`src/rtl/matrix_pkg.sv`:
```
// matrix_pkg: shared definitions for the 5x7 mirrored LED matrix scanner.
//   state_t      : scan FSM encoding (IDLE / BLANK / DRIVE)
//   NUM_COLS     : physical column groups driven (3, mirrored around center)
//   ROW_W        : row data width (7)
//   TMR_W        : dwell/blank timer width (16)
//   pattern_row(): 4x3 image table; slot 0 = outer cols, 2 = center col
package matrix_pkg;

  typedef enum logic [1:0] {
    ST_IDLE  = 2'd0,
    ST_BLANK = 2'd1,
    ST_DRIVE = 2'd2
  } state_t;

  localparam int NUM_COLS = 3;
  localparam int ROW_W    = 7;
  localparam int TMR_W    = 16;

  // img 0: blank, img 1: dry icon, img 2: wet icon, img 3: all lit.
  function automatic logic [ROW_W-1:0] pattern_row(input logic [1:0] img,
                                                   input logic [1:0] slot);
    logic [ROW_W-1:0] r;
    r = '0;
    case (img)
      2'd1: case (slot)
              2'd0:    r = 7'h08;
              2'd1:    r = 7'h1C;
              2'd2:    r = 7'h3E;
              default: r = '0;
            endcase
      2'd2: case (slot)
              2'd0:    r = 7'h41;
              2'd1:    r = 7'h63;
              2'd2:    r = 7'h7F;
              default: r = '0;
            endcase
      2'd3:    r = (slot < 2'd3) ? 7'h7F : 7'h00;
      default: r = '0;
    endcase
    return r;
  endfunction

endpackage

```
`src/rtl/scan_timer.sv`:
```
// scan_timer: loadable down-counter with terminal-count flag.
//   clock, reset_n : clock / async active-low reset (count clears to 0)
//   load, load_val : load takes priority over counting
//   count          : current value; holds at 0 (no wrap)
//   tc             : high while count == 0
module scan_timer
  import matrix_pkg::*;
(
  input  logic             clock,
  input  logic             reset_n,
  input  logic             load,
  input  logic [TMR_W-1:0] load_val,
  output logic [TMR_W-1:0] count,
  output logic             tc
);

  always_ff @(posedge clock or negedge reset_n) begin
    if (!reset_n)         count <= '0;
    else if (load)        count <= load_val;
    else if (count != '0) count <= count - 1'b1;
  end

  assign tc = (count == '0);

endmodule

```
`src/rtl/matrix_scan_controller.sv`:
```
// matrix_scan_controller: column-multiplexed scanner for a mirrored 5x7 matrix.
//   clock, reset_n        : clock / async active-low reset
//   enable                : scan enable, low forces dark + IDLE
//   image_req, image_sel  : level request for a new image, adopted at frame start
//   image_ack             : one-cycle pulse when the request is adopted
//   col[2:0]              : one-hot column drive (2 = outer, 1 = inner, 0 = center)
//   row[6:0]              : row data for the driven column
//   frame_start           : pulse on the first BLANK cycle of each frame
module matrix_scan_controller
  import matrix_pkg::*;
#(
  parameter int DWELL_CYCLES = 1000,
  parameter int BLANK_CYCLES = 4
) (
  input  logic             clock,
  input  logic             reset_n,
  input  logic             enable,
  input  logic             image_req,
  input  logic [1:0]       image_sel,
  output logic             image_ack,
  output logic [2:0]       col,
  output logic [ROW_W-1:0] row,
  output logic             frame_start
);

  localparam logic [TMR_W-1:0] BLANK_LD = TMR_W'(BLANK_CYCLES - 1);
  localparam logic [TMR_W-1:0] DWELL_LD = TMR_W'(DWELL_CYCLES - 1);

  state_t           state, state_nxt;
  logic [1:0]       ptr;      // 0 = col[2], 1 = col[1], 2 = col[0]
  logic [1:0]       img;
  logic             tmr_load, tmr_tc;
  logic [TMR_W-1:0] tmr_val, tmr_cnt;

  scan_timer u_tmr (
    .clock    (clock),
    .reset_n  (reset_n),
    .load     (tmr_load),
    .load_val (tmr_val),
    .count    (tmr_cnt),
    .tc       (tmr_tc)
  );

  always_ff @(posedge clock or negedge reset_n) begin
    if (!reset_n) state <= ST_IDLE;
    else          state <= state_nxt;
  end

  always_comb begin
    state_nxt = state;
    case (state)
      ST_IDLE:  if (enable)      state_nxt = ST_BLANK;
      ST_BLANK: if (!enable)     state_nxt = ST_IDLE;
                else if (tmr_tc) state_nxt = ST_DRIVE;
      ST_DRIVE: if (!enable)     state_nxt = ST_IDLE;
                else if (tmr_tc) state_nxt = ST_BLANK;
      default:                   state_nxt = ST_IDLE;
    endcase
  end

  always_comb begin
    col       = '0;
    row       = '0;
    // First BLANK cycle of slot 0 is the only cycle with a full blank count.
    frame_start = enable && (state == ST_BLANK) && (ptr == 2'd0) &&
                  (tmr_cnt == BLANK_LD);
    image_ack = frame_start && image_req;
    if (state == ST_DRIVE) begin
      col = 3'b100 >> ptr;
      row = pattern_row(img, ptr);
    end
    // Reload on every state change; IDLE keeps the timer parked at zero.
    tmr_load = (state_nxt != state) || (state == ST_IDLE);
    case (state_nxt)
      ST_BLANK: tmr_val = BLANK_LD;
      ST_DRIVE: tmr_val = DWELL_LD;
      default:  tmr_val = '0;
    endcase
  end

  always_ff @(posedge clock or negedge reset_n) begin
    if (!reset_n) begin
      ptr <= '0;
      img <= '0;
    end else begin
      if (state_nxt == ST_IDLE)
        ptr <= '0;
      else if (state == ST_DRIVE && state_nxt == ST_BLANK)
        ptr <= (ptr == 2'd2) ? 2'd0 : 2'(ptr + 2'd1);
      if (image_ack) img <= image_sel;
    end
  end

endmodule
```
`config.mk`:
```
export PLATFORM = sky130hd
export DESIGN_NAME = matrix_scan_controller
export DESIGN_NICKNAME = d
export VERILOG_FILES = /design/src/rtl/matrix_pkg.sv /design/src/rtl/scan_timer.sv /design/src/rtl/matrix_scan_controller.sv
export SDC_FILE = /design/constraint.sdc
export NUM_CORES = 1
export LEC_CHECK = 0
export CAP_MARGIN = 20
export CORE_ASPECT_RATIO = 0.75
export CORE_MARGIN = 3
export CORE_UTILIZATION = 50
export DETAILED_ROUTE_END_ITERATION = 10
export PLACE_DENSITY = 0.7
export SLEW_MARGIN = 20
export SYNTH_ARGS = -nofsm -noshare
export SYNTH_HDL_FRONTEND = slang
export SYNTH_HIERARCHICAL = 1
export SYNTH_SLANG_ARGS = --single-unit
export TNS_END_PERCENT = 50
```
`constraint.sdc`:
```
create_clock -name clock -period 3.2 [get_ports clock]
set_input_delay 0.32 -clock clock [delete_from_list [all_inputs] [get_ports clock]]
set_output_delay 0.32 -clock clock [all_outputs]
set_load 0.02 [all_outputs]
```
==> metrics.md, run 1 <==
| Metric | Value |
|---|---|
| CP Max Fanout | `9` |
| VDD IR max | `0.268 mV` |
| MaxCap Viol Count | `0` |
| Slew @ Worst Pin | `0.705 ns` |
| Via density | `5.55` |
| WP data required | `3.36 ns` |
| Critical Path Start Type | `flop` |
| Relative slew slack | `52.6%` |
| Detail Placement HPWL | `2.75 mm` |
| R2R cell count | `12` |
| Reg-to-reg startpoint | `u_tmr/count[0]` |
| Vias in the first global route | `1245` |
| Mapped Avg Cell Area | `9.18 µm²` |
| Sw frac | `27.9%` |
| Outcome | `complete, no violations` |
| Die height | `55.5 µm` |
| Number of fill cells | `274` |
| Share of layout cells above drive strength 1 | `9.50%` |
| DRT Wirelength | `3.67 mm` |
| Synth Flop Type | `dfrtp_1` |
| Post-synth top area share | `33.7%` |
| Setup TNS | `0 ns` |
| Post-synth EDFFs | `0` |
| Max stage delay on crit path | `0.45 ns` |
| Pre-Repair DR Iteration Count | `4` |
| Setup Crit Path Kind | `flop to flop` |
| Finished Cell Area | `0.00190 mm²` |
| DRC viols | `0` |
| Hold crit path type | `input pin to async pin` |
| Global route overflow | `0` |
| Cell count after synthesis | `178` |
| Yosys warns | `6` |
| Power Density | `329 mW/mm²` |
| Most common cell in the netlist | `dfrtp_1` |
| Part of the power in the clock network | `32.2%` |
| Cts hold-fix bufs | `0` |
| Asr flop ratio synth | `100%` |
| P_int | `0.000452 W` |
| Initial Utilization | `53.7%` |
| Clock Pin Slew Worst Setup and Hold Paths | `0.08 ns` |
| Root buffer cell | `clkbuf_8` |
| Sequential area share after synthesis | `33.7%` |
| Post-synth cell types | `41` |
| Max Freq | `372 MHz` |
| Ports | `18` |
| Worst path cell trace | `inv_1 -> ha_1 -> nor3b_4 -> nand3_2 -> nor2_1 -> nand2b_1 -> o21ai_0 -> nand2_1 -> inv_1 -> ha_1 -> nand2b_1 -> o211a_1` |
| FF-to-FF setup slack | `0.51 ns` |
| Layout Utilization | `62.6%` |
| Final Worst Setup Slack | `0.509 ns` |
| Clock latency on the worst-skew pair | `0.27 ns` |
| Final worst path period need | `2.69 ns` |
| Cts bufs inserted | `3` |
| ANT nets after route | `0` |
| Critical path arrival | `2.85 ns` |
| Vias post-DR | `1321` |
| Ant diodes | `0` |
| Final Cycle Share | `84.1%` |
| Port bufs | `17` |
| Cts repair resizes | `0` |
| RR Endpoint | `u_tmr/count[8]` |
| Mapped cell area | `0.00163 mm²` |
| Initial drt markers | `154` |
| Yosys reg bits | `22` |
| Area grow syn2layout | `16.5%` |
| DP Area | `0.00185 mm²` |
| Fin. Hold Viols | `0` |
| Largest area contributor in the netlist | `dfrtp_1` |
| # setup viols final | `0` |
| Top cells by area, synth | `dfrtp_1, ha_1, xnor2_1` |
| TritonCTS clock tree | `yes` |
| Gr usage total | `20.3%` |
| Skew final | `0.00460 ns` |
| Max clock buf depth | `2` |
| Routed WL per cell | `15.4 µm` |
| RSZ-0062 raised after global routing | `no` |
| Top cells by count, synth | `dfrtp_1, nand2_1, ha_1, nand2b_1` |
| Largest net degree at the start of global routing | `23` |
| Postcts setup bufs | `0` |
| Max-slew violation count | `0` |
| Leak pwr | `0.819 nW` |
| Sequential share of power | `51.2%` |
| Crit path buf inv count | `2` |
| Routability congestion estimate | `0.935` |
| Core box area | `0.00304 mm²` |
| First-pass GRT wire length | `6.31 mm` |
| Row cnt | `17` |
| Setup WS pre-CTS | `0.537 ns` |
| CTS sink cnt | `22` |
| H-tree depth | `1` |
| CP endpoint kind | `flop` |
| Logic pwr share | `16.6%` |
| Family with the most delay on the worst path | `simple AND/OR/NAND/NOR gates` |
| Slowest-stage cell, CP | `dfrtp_1` |
| Die W | `72.0 µm` |
| Nets | `218` |
| Die area | `0.00400 mm²` |
| Switching power | `0.000175 W` |
| Initial antenna violation count | `0` |
worst max-delay path by stage:
stage                               from        endpoint  slack, ns  cells past startpoint
after floorplan           u_tmr/count[0]  u_tmr/count[6]       0.74                     10
after global placement    u_tmr/count[0]  u_tmr/count[5]       0.66                     12
after detailed placement  u_tmr/count[0]  u_tmr/count[8]       0.54                     12
after CTS                 u_tmr/count[0]  u_tmr/count[8]       0.52                     12
after global routing      u_tmr/count[0]  u_tmr/count[7]       0.27                     12
final                     u_tmr/count[0]  u_tmr/count[8]       0.51                     12
power groups by stage:
stage	clock [W]	combinational (W)	sequential (W)
5_1_grt	0.000222	0.000115	0.000324
4_1_cts	0.000210	0.000105	0.000320
6_report	0.000202	0.000104	0.000321
2_1_floorplan	0	0.0000740	0.000319
3_3_place_gp	0	0.0000997	0.000324
3_5_place_dp	0	0.000104	0.000326
layout make-up:
| cell class | instances | area, µm² | share of cell area (%) |
|---|---|---|---|
| multi-input cells | 147 | 1040 | 54.6 |
| flip-flops and latches | 22 | 551 | 28.9 |
| repair buffers | 19 | 180 | 9.47 |
| clock buffers | 4 | 55.1 | 2.89 |
| well taps | 38 | 47.5 | 2.50 |
| inverters | 8 | 30.0 | 1.58 |
worst reg2reg max path, delay by kind of cell (launching register included):
kind            cells  cell delay (ns)
compound gates      2             0.22
fa+ha+maj           2             0.43
buf+inv             2             0.18
flops               1             0.45
simple gates        6             1.30
metrics by stage:
step	power, W	hold slack (ns)	std cells
4_1_cts	0.000634	0.607	238
3_5_place_dp	0.000429	0.595	234
2_1_floorplan	0.000393	0.0244	185
5_1_grt	0.000661	0.0479	238
6_report	0.000627	0.0125	238
3_3_place_gp	0.000424	0.581	234
cells in the final DEF (no fill, tap or decap), types with 2 or more instances in the layout:
master           instances
dfrtp_1                 22
nand2_1                 18
clkdlybuf4s50_1         16
nand2b_1                11
ha_1                    11
nor2b_1                 10
o21ai_0                  9
inv_1                    8
a21oi_1                  8
conb_1                   8
xnor2_1                  8
nand3_1                  6
nor2_1                   6
o211a_1                  6
nor3_1                   5
nand4_1                  4
clkbuf_8                 4
and2_1                   3
nor4_1                   3
nand3b_1                 2
mux2i_1                  2
and3_1                   2
nor4b_2                  2
mux2_4                   2
nor4_2                   2
o31a_1                   2
a221o_1                  2
nand4b_1                 2
buf_4                    2
registers in the layout, indices dropped and copies added (netlist names):
signal	count
img	2
ptr	2
state	2
u_tmr/count	16
kinds of logic (layout without fill, tap and decap cells):
family	after synthesis	in the layout	share of synthesized area [%]
and+or+nand+nor	84	84	32.4
other	1	8	0.229
buffers and inverters	16	31	4.52
adders and majority gates	11	11	8.42
muxes	4	4	3.06
xor gates and xnor gates	8	8	4.29
AOI/OAI and AO/OA	32	32	13.4
DFF	22	22	33.7
metal layers:
layer,up-vias,routed length (µm),GRT usage [%]
li1,666,-,-
met1,603,1860,31.6
met2,46,1450,26.2
met3,6,294,5.09
met4,0,63,7.51
met5,-,0,0
Note: power is estimated with default switching activity, not from simulation.
==> inputs of run 2 (changes only) <==
==> constraint.sdc (replaced) <==
create_clock -name clock -period 2.6 [get_ports clock]
set_input_delay 0.26 -clock clock [delete_from_list [all_inputs] [get_ports clock]]
set_output_delay 0.26 -clock clock [all_outputs]
set_load 0.02 [all_outputs]
==> metrics.md, run 2 (synthesis results as in run 1) <==
| Metric | Value |
|---|---|
| Outcome | `complete, no violations (unchanged)` |
| Nets | `221 (was 218)` |
| Clock Pin Slew Worst Setup and Hold Paths | `0.08 ns (about the same)` |
| Initial Utilization | `53.7% (unchanged)` |
| Critical path arrival | `2.17 ns (was 2.85 ns)` |
| Die height | `55.5 µm (unchanged)` |
| Die W | `72.0 µm (unchanged)` |
| CP Max Fanout | `5 (was 9)` |
| Cts hold-fix bufs | `0 (unchanged)` |
| Most flop-heavy register | `u_tmr/count (unchanged)` |
| ANT nets after route | `0 (unchanged)` |
| Ports | `18 (unchanged)` |
| Final worst path period need | `2.43 ns` |
| RR Endpoint | `u_tmr/count[7] (was u_tmr/count[8])` |
| Detail Placement HPWL | `2.79 mm (was 2.75 mm)` |
| CP endpoint kind | `output pin (was flop)` |
| Gr usage total | `19.2% (was 20.3%)` |
| Port bufs | `17 (unchanged)` |
| Ant diodes | `0 (unchanged)` |
| Max clock buf depth | `2 (unchanged)` |
| Max Freq | `411 MHz` |
| TritonCTS clock tree | `yes (unchanged)` |
| WP data required | `2.34 ns (was 3.36 ns)` |
| VDD IR max | `0.426 mV (was 0.268 mV)` |
| Skew final | `0.00639 ns (was 0.00460 ns)` |
| Total Power | `0.000772 W (was 0.000627 W)` |
| Relative slew slack | `49.8% (was 52.6%)` |
| DRT Wirelength | `3.65 mm (was 3.67 mm)` |
| Critical Path Start Type | `flop (unchanged)` |
| RSZ-0062 raised after global routing | `no (unchanged)` |
| Setup TNS | `0 ns (unchanged)` |
| Row cnt | `17 (unchanged)` |
| Hold crit path type | `input pin to async pin (unchanged)` |
| # setup viols final | `0 (unchanged)` |
| Setup Crit Path Kind | `flop to output pin (was flop to flop)` |
| Clock latency on the worst-skew pair | `0.26 ns (was 0.27 ns)` |
| Cts repair resizes | `0 (unchanged)` |
| Slew @ Worst Pin | `0.747 ns (was 0.705 ns)` |
| Global route overflow | `0 (unchanged)` |
| Share of layout cells above drive strength 1 | `10.8% (was 9.50%)` |
| MaxCap Viol Count | `0 (unchanged)` |
| Vias post-DR | `1345 (was 1321)` |
| Postcts setup bufs | `0 (unchanged)` |
| Final Cycle Share | `93.5%` |
| Root buffer cell | `clkbuf_8 (unchanged)` |
| Vias in the first global route | `1253 (was 1245)` |
| H-tree depth | `1 (unchanged)` |
| Max-slew violation count | `0 (unchanged)` |
| Initial antenna violation count | `0 (unchanged)` |
| Initial drt markers | `130 (was 154)` |
| Routed WL per cell | `15.2 µm (was 15.4 µm)` |
| Hold slack | `0.345 ns (was 0.0125 ns)` |
| Area grow syn2layout | `18.8% (was 16.5%)` |
| Via density | `5.58 (was 5.55)` |
| Most common cell after layout, fill and taps aside | `dfrtp_1 (unchanged)` |
| R2R cell count | `12 (unchanged)` |
| Cts bufs inserted | `3 (unchanged)` |
| Commonest non-fill, non-tap cells in the layout | `dfrtp_1, nand2_1, clkdlybuf4s50_1 (unchanged)` |
| Met3 wire len | `226 µm (was 294 µm)` |
| Routed wl met2 | `1.58 mm (was 1.45 mm)` |
| DR top layer | `met4 (unchanged)` |
| Routability congestion estimate | `0.887 (was 0.935)` |
| Pre-Repair DR Iteration Count | `4 (unchanged)` |
| FF-to-FF setup slack | `0.20 ns (was 0.51 ns)` |
| Leak pwr | `0.853 nW (was 0.819 nW)` |
| Power Density | `398 mW/mm² (was 329 mW/mm²)` |
| Core box area | `0.00304 mm² (unchanged)` |
| Largest net degree at the start of global routing | `23 (unchanged)` |
| DRC viols | `0 (unchanged)` |
| Wire length on met1 | `1.83 mm (was 1.86 mm)` |
| Fin. Hold Viols | `0 (unchanged)` |
| Max reg flops | `16 (unchanged)` |
| Die area | `0.00400 mm² (unchanged)` |
| First-pass GRT wire length | `6.10 mm (was 6.31 mm)` |
| CTS sink cnt | `22 (unchanged)` |
| Reg-to-reg startpoint | `u_tmr/count[0] (unchanged)` |
run 2: changes by cell type in the layout (fill, tap and decap cells not counted):
cell,change
buf_2,-1
dlymetal6s2s_1,+1
buf_4,+3
nor2_4,+1
nor2_1,-1
run 2: per-layer routing:
metal	vias to the layer above	GRT usage, %
li1	672	-
met1	638	29.2
met2	33	28.3
met3	2	4.36
met4	0	2.41
met5	-	0
run 2: how the worst max path moves through the flow:
stage | startpoint | endpoint
detailed placement | u_tmr/count[0] | u_tmr/count[8]
CTS | ptr[0] | row[2]
finish | ptr[1] | row[4]
floorplan | u_tmr/count[0] | u_tmr/count[6]
global placement | enable | image_ack
global route | ptr[0] | row[4]
run 2: metrics by stage:
step	worst slack [ns]	util (%)	cell area (µm²)	cells
6_report	0.170	63.8	1940	241
5_1_grt	0.00609	63.8	1940	241
4_1_cts	0.138	63.5	1930	241
3_5_place_dp	0.159	61.7	1880	237
3_3_place_gp	0.277	61.7	1880	237
2_1_floorplan	0.141	-	1660	185
run 2: worst max-delay path, stage by stage (launching register included):
cell             delay [ns]
dfrtp_1                0.44
inv_1                  0.12
ha_1                   0.33
nor2b_1                0.13
o21ai_0                0.07
a21oi_1                0.19
clkdlybuf4s50_1        0.63
run 2: layout make-up:
| cell class | count | area (µm²) |
|---|---|---|
| Clock buffer | 4 | 55.1 |
| Fill cell | 254 | 1100 |
| Inverter | 8 | 30.0 |
| Multi-Input combinational cell | 147 | 1050 |
| Sequential cell | 22 | 551 |
| Tap cell | 38 | 47.5 |
| Timing Repair Buffer | 22 | 210 |
run 2: report_power, final:
| part | internal, W | switching, W |
|---|---|---|
| Clock | 0.000135 | 0.000110 |
| Combinational | 0.0000650 | 0.0000683 |
| Sequential | 0.000361 | 0.0000327 |
| Total | 0.000561 | 0.000211 |
==> inputs of run 3 (changes only) <==
--- a/config.mk
+++ b/config.mk
@@ -10,6 +10,7 @@
 export CORE_MARGIN = 3
 export CORE_UTILIZATION = 50
 export DETAILED_ROUTE_END_ITERATION = 10
+export GPL_TIMING_DRIVEN = 0
 export PLACE_DENSITY = 0.7
 export SLEW_MARGIN = 20
 export SYNTH_ARGS = -nofsm -noshare
==> metrics.md, run 3 (synthesis results as in run 1) <==
| Metric | Value |
|---|---|
| Initial drt markers | `84 (was 130)` |
| Root buffer cell | `clkbuf_8 (unchanged)` |
| Final Worst Setup Slack | `0.184 ns (was 0.170 ns)` |
| Detail Placement HPWL | `2.89 mm (was 2.79 mm)` |
| Fin. Hold Viols | `0 (unchanged)` |
| Critical path arrival | `2.59 ns (was 2.17 ns)` |
| Routed WL per cell | `15.6 µm (was 15.2 µm)` |
| Die area | `0.00400 mm² (unchanged)` |
| Initial Utilization | `53.7% (unchanged)` |
| Max stage delay on crit path | `0.45 ns (was 0.63 ns)` |
| Pre-Repair DR Iteration Count | `4 (unchanged)` |
| # setup viols final | `0 (unchanged)` |
| Ports | `18 (unchanged)` |
| Setup WS pre-CTS | `-0.543 ns (was 0.159 ns)` |
| Skew final | `0.00167 ns (was 0.00639 ns)` |
| Total Power | `0.000737 W (was 0.000772 W)` |
| Gr usage total | `20.2% (was 19.2%)` |
| Number of fill cells | `268 (was 254)` |
| Slowest-stage cell, CP | `dfrtp_2 (was clkdlybuf4s50_1)` |
| Most common cell after layout, fill and taps aside | `dfrtp_1 (unchanged)` |
| CP endpoint kind | `flop (was output pin)` |
| ANT nets after route | `0 (unchanged)` |
| Die W | `72.0 µm (unchanged)` |
| TritonCTS clock tree | `yes (unchanged)` |
| Hold crit path type | `input pin to async pin (unchanged)` |
| Port bufs | `17 (unchanged)` |
| DP Area | `0.00188 mm² (about the same)` |
| Finished Cell Area | `0.00196 mm² (was 0.00194 mm²)` |
| CP Max Fanout | `10 (was 5)` |
| WP data required | `2.77 ns (was 2.34 ns)` |
| Clock Pin Slew Worst Setup and Hold Paths | `0.07 ns (was 0.08 ns)` |
| Worst path cell trace | `inv_1 -> ha_1 -> nor3b_4 -> nand3_4 -> nor2_4 -> nor2b_1 -> o21ai_1 -> clkbuf_4 -> clkbuf_2 -> nand2_1 -> o21ai_0 (was inv_1 -> ha_1 -> nor2b_1 -> o21ai_0 -> a21oi_1 -> clkdlybuf4s50_1)` |
| Share of layout cells above drive strength 1 | `14.4% (was 10.8%)` |
| Power Density | `376 mW/mm² (was 398 mW/mm²)` |
| Commonest non-fill, non-tap cells in the layout | `dfrtp_1, nand2_1, clkdlybuf4s50_1 (unchanged)` |
| Row cnt | `17 (unchanged)` |
| DRT Wirelength | `3.84 mm (was 3.65 mm)` |
| Most flop-heavy register | `u_tmr/count (unchanged)` |
| DRC viols | `0 (unchanged)` |
| Global route overflow | `0 (unchanged)` |
| Leak pwr | `0.847 nW (was 0.853 nW)` |
| First-pass GRT wire length | `6.40 mm (was 6.10 mm)` |
| MaxCap Viol Count | `0 (unchanged)` |
| Die height | `55.5 µm (unchanged)` |
| Relative slew slack | `49.0% (was 49.8%)` |
| Clock latency on the worst-skew pair | `0.26 ns (about the same)` |
| Outcome | `complete, no violations (unchanged)` |
| H-tree depth | `1 (unchanged)` |
| Initial antenna violation count | `0 (unchanged)` |
| Routability congestion estimate | `0.893 (was 0.887)` |
| Setup Crit Path Kind | `flop to flop (was flop to output pin)` |
| Multi-input gate area | `0.00105 mm² (about the same)` |
| Final worst path period need | `2.42 ns (was 2.43 ns)` |
| Core box area | `0.00304 mm² (unchanged)` |
| Final Cycle Share | `92.9% (was 93.5%)` |
| RSZ-0062 raised after global routing | `no (unchanged)` |
| Via density | `5.67 (was 5.58)` |
| CTS sink cnt | `22 (unchanged)` |
| Vias post-DR | `1394 (was 1345)` |
| Area grow syn2layout | `19.9% (was 18.8%)` |
| Nets | `227 (was 221)` |
| Vias in the first global route | `1326 (was 1253)` |
| Slew @ Worst Pin | `0.758 ns (was 0.747 ns)` |
| Sequential cell area | `553 µm² (was 551 µm²)` |
| VDD IR max | `0.325 mV (was 0.426 mV)` |
| Max reg flops | `16 (unchanged)` |
| Critical Path Start Type | `flop (unchanged)` |
| Largest net degree at the start of global routing | `23 (unchanged)` |
| Cts bufs inserted | `3 (unchanged)` |
| Max clock buf depth | `2 (unchanged)` |
| Ant diodes | `0 (unchanged)` |
| Max-slew violation count | `0 (unchanged)` |
| Max Freq | `414 MHz (was 411 MHz)` |
-- run 3: what timing repair did --
| item | 4_1_cts | 5_1_grt |
|---|---|---|
| setup buffers | 2 | 0 |
| endpoints found under the setup margin | 16 | 19 |
| resized for setup | 3 | 9 |
| pin swaps | 0 | 1 |
| hold endpoints to repair | 0 | 22 |
| hold buffers | 0 | 1 |
-- run 3: critical path: cells and delay by family (launching register included) --
family | cells | cell delay [ns]
adders and majority gates | 1 | 0.19
AOI/OAI and AO/OA | 2 | 0.36
DFF | 1 | 0.45
and+or+nand+nor | 5 | 0.71
buffers and inverters | 3 | 0.62
-- run 3: path summary, 6_finish.rpt --
path,from,endpoint,slack (ns),cells after the start
max,u_tmr/count[0],u_tmr/count[2],0.18,11
min,reset_n,u_tmr/count[11],0.49,2
max reg2reg,u_tmr/count[0],u_tmr/count[2],0.18,11
min reg2reg,ptr[1],ptr[1],0.60,2
max in group asynchronous,reset_n,ptr[0],1.74,2
min in group clock,ptr[1],ptr[1],0.60,2
-- run 3: metrics by stage --
stage          hold WS [ns]  utilization (%)  TNS (ns)  cells
2_1_floorplan       -0.0356                -         0    185
3_5_place_dp          0.595             61.7     -4.65    240
3_3_place_gp          0.576             61.7     -3.72    240
5_1_grt               0.533             64.4         0    246
6_report              0.494             64.4         0    246
4_1_cts               0.585             63.8         0    245
-- run 3: area by class of cell --
cell class / instances / area share [%]
Multi-Input combinational cell: 147 / 53.8
Sequential cell: 22 / 28.2
Inverter: 8 / 1.53
Buffer: 8 / 2.49
Tap cell: 38 / 2.43
Timing Repair Buffer: 20 / 9.45
Clock buffer: 3 / 2.11
-- run 3: routing by layer --
| metal | wire length (µm) | up-vias | GRT usage, % |
|---|---|---|---|
| met1 | 1980 | 671 | 30.6 |
| met2 | 1650 | 38 | 29.8 |
| li1 | - | 685 | - |
| met5 | 0 | - | 0 |
| met3 | 219 | 0 | 5.09 |
| met4 | 0 | 0 | 1.88 |
-- run 3: power breakdown --
| part | switching, W | internal, W |
|---|---|---|
| logic | 0.0000718 | 0.0000629 |
| clock network | 0.000104 | 0.000103 |
| registers | 0.0000334 | 0.000362 |
| total | 0.000209 | 0.000528 |
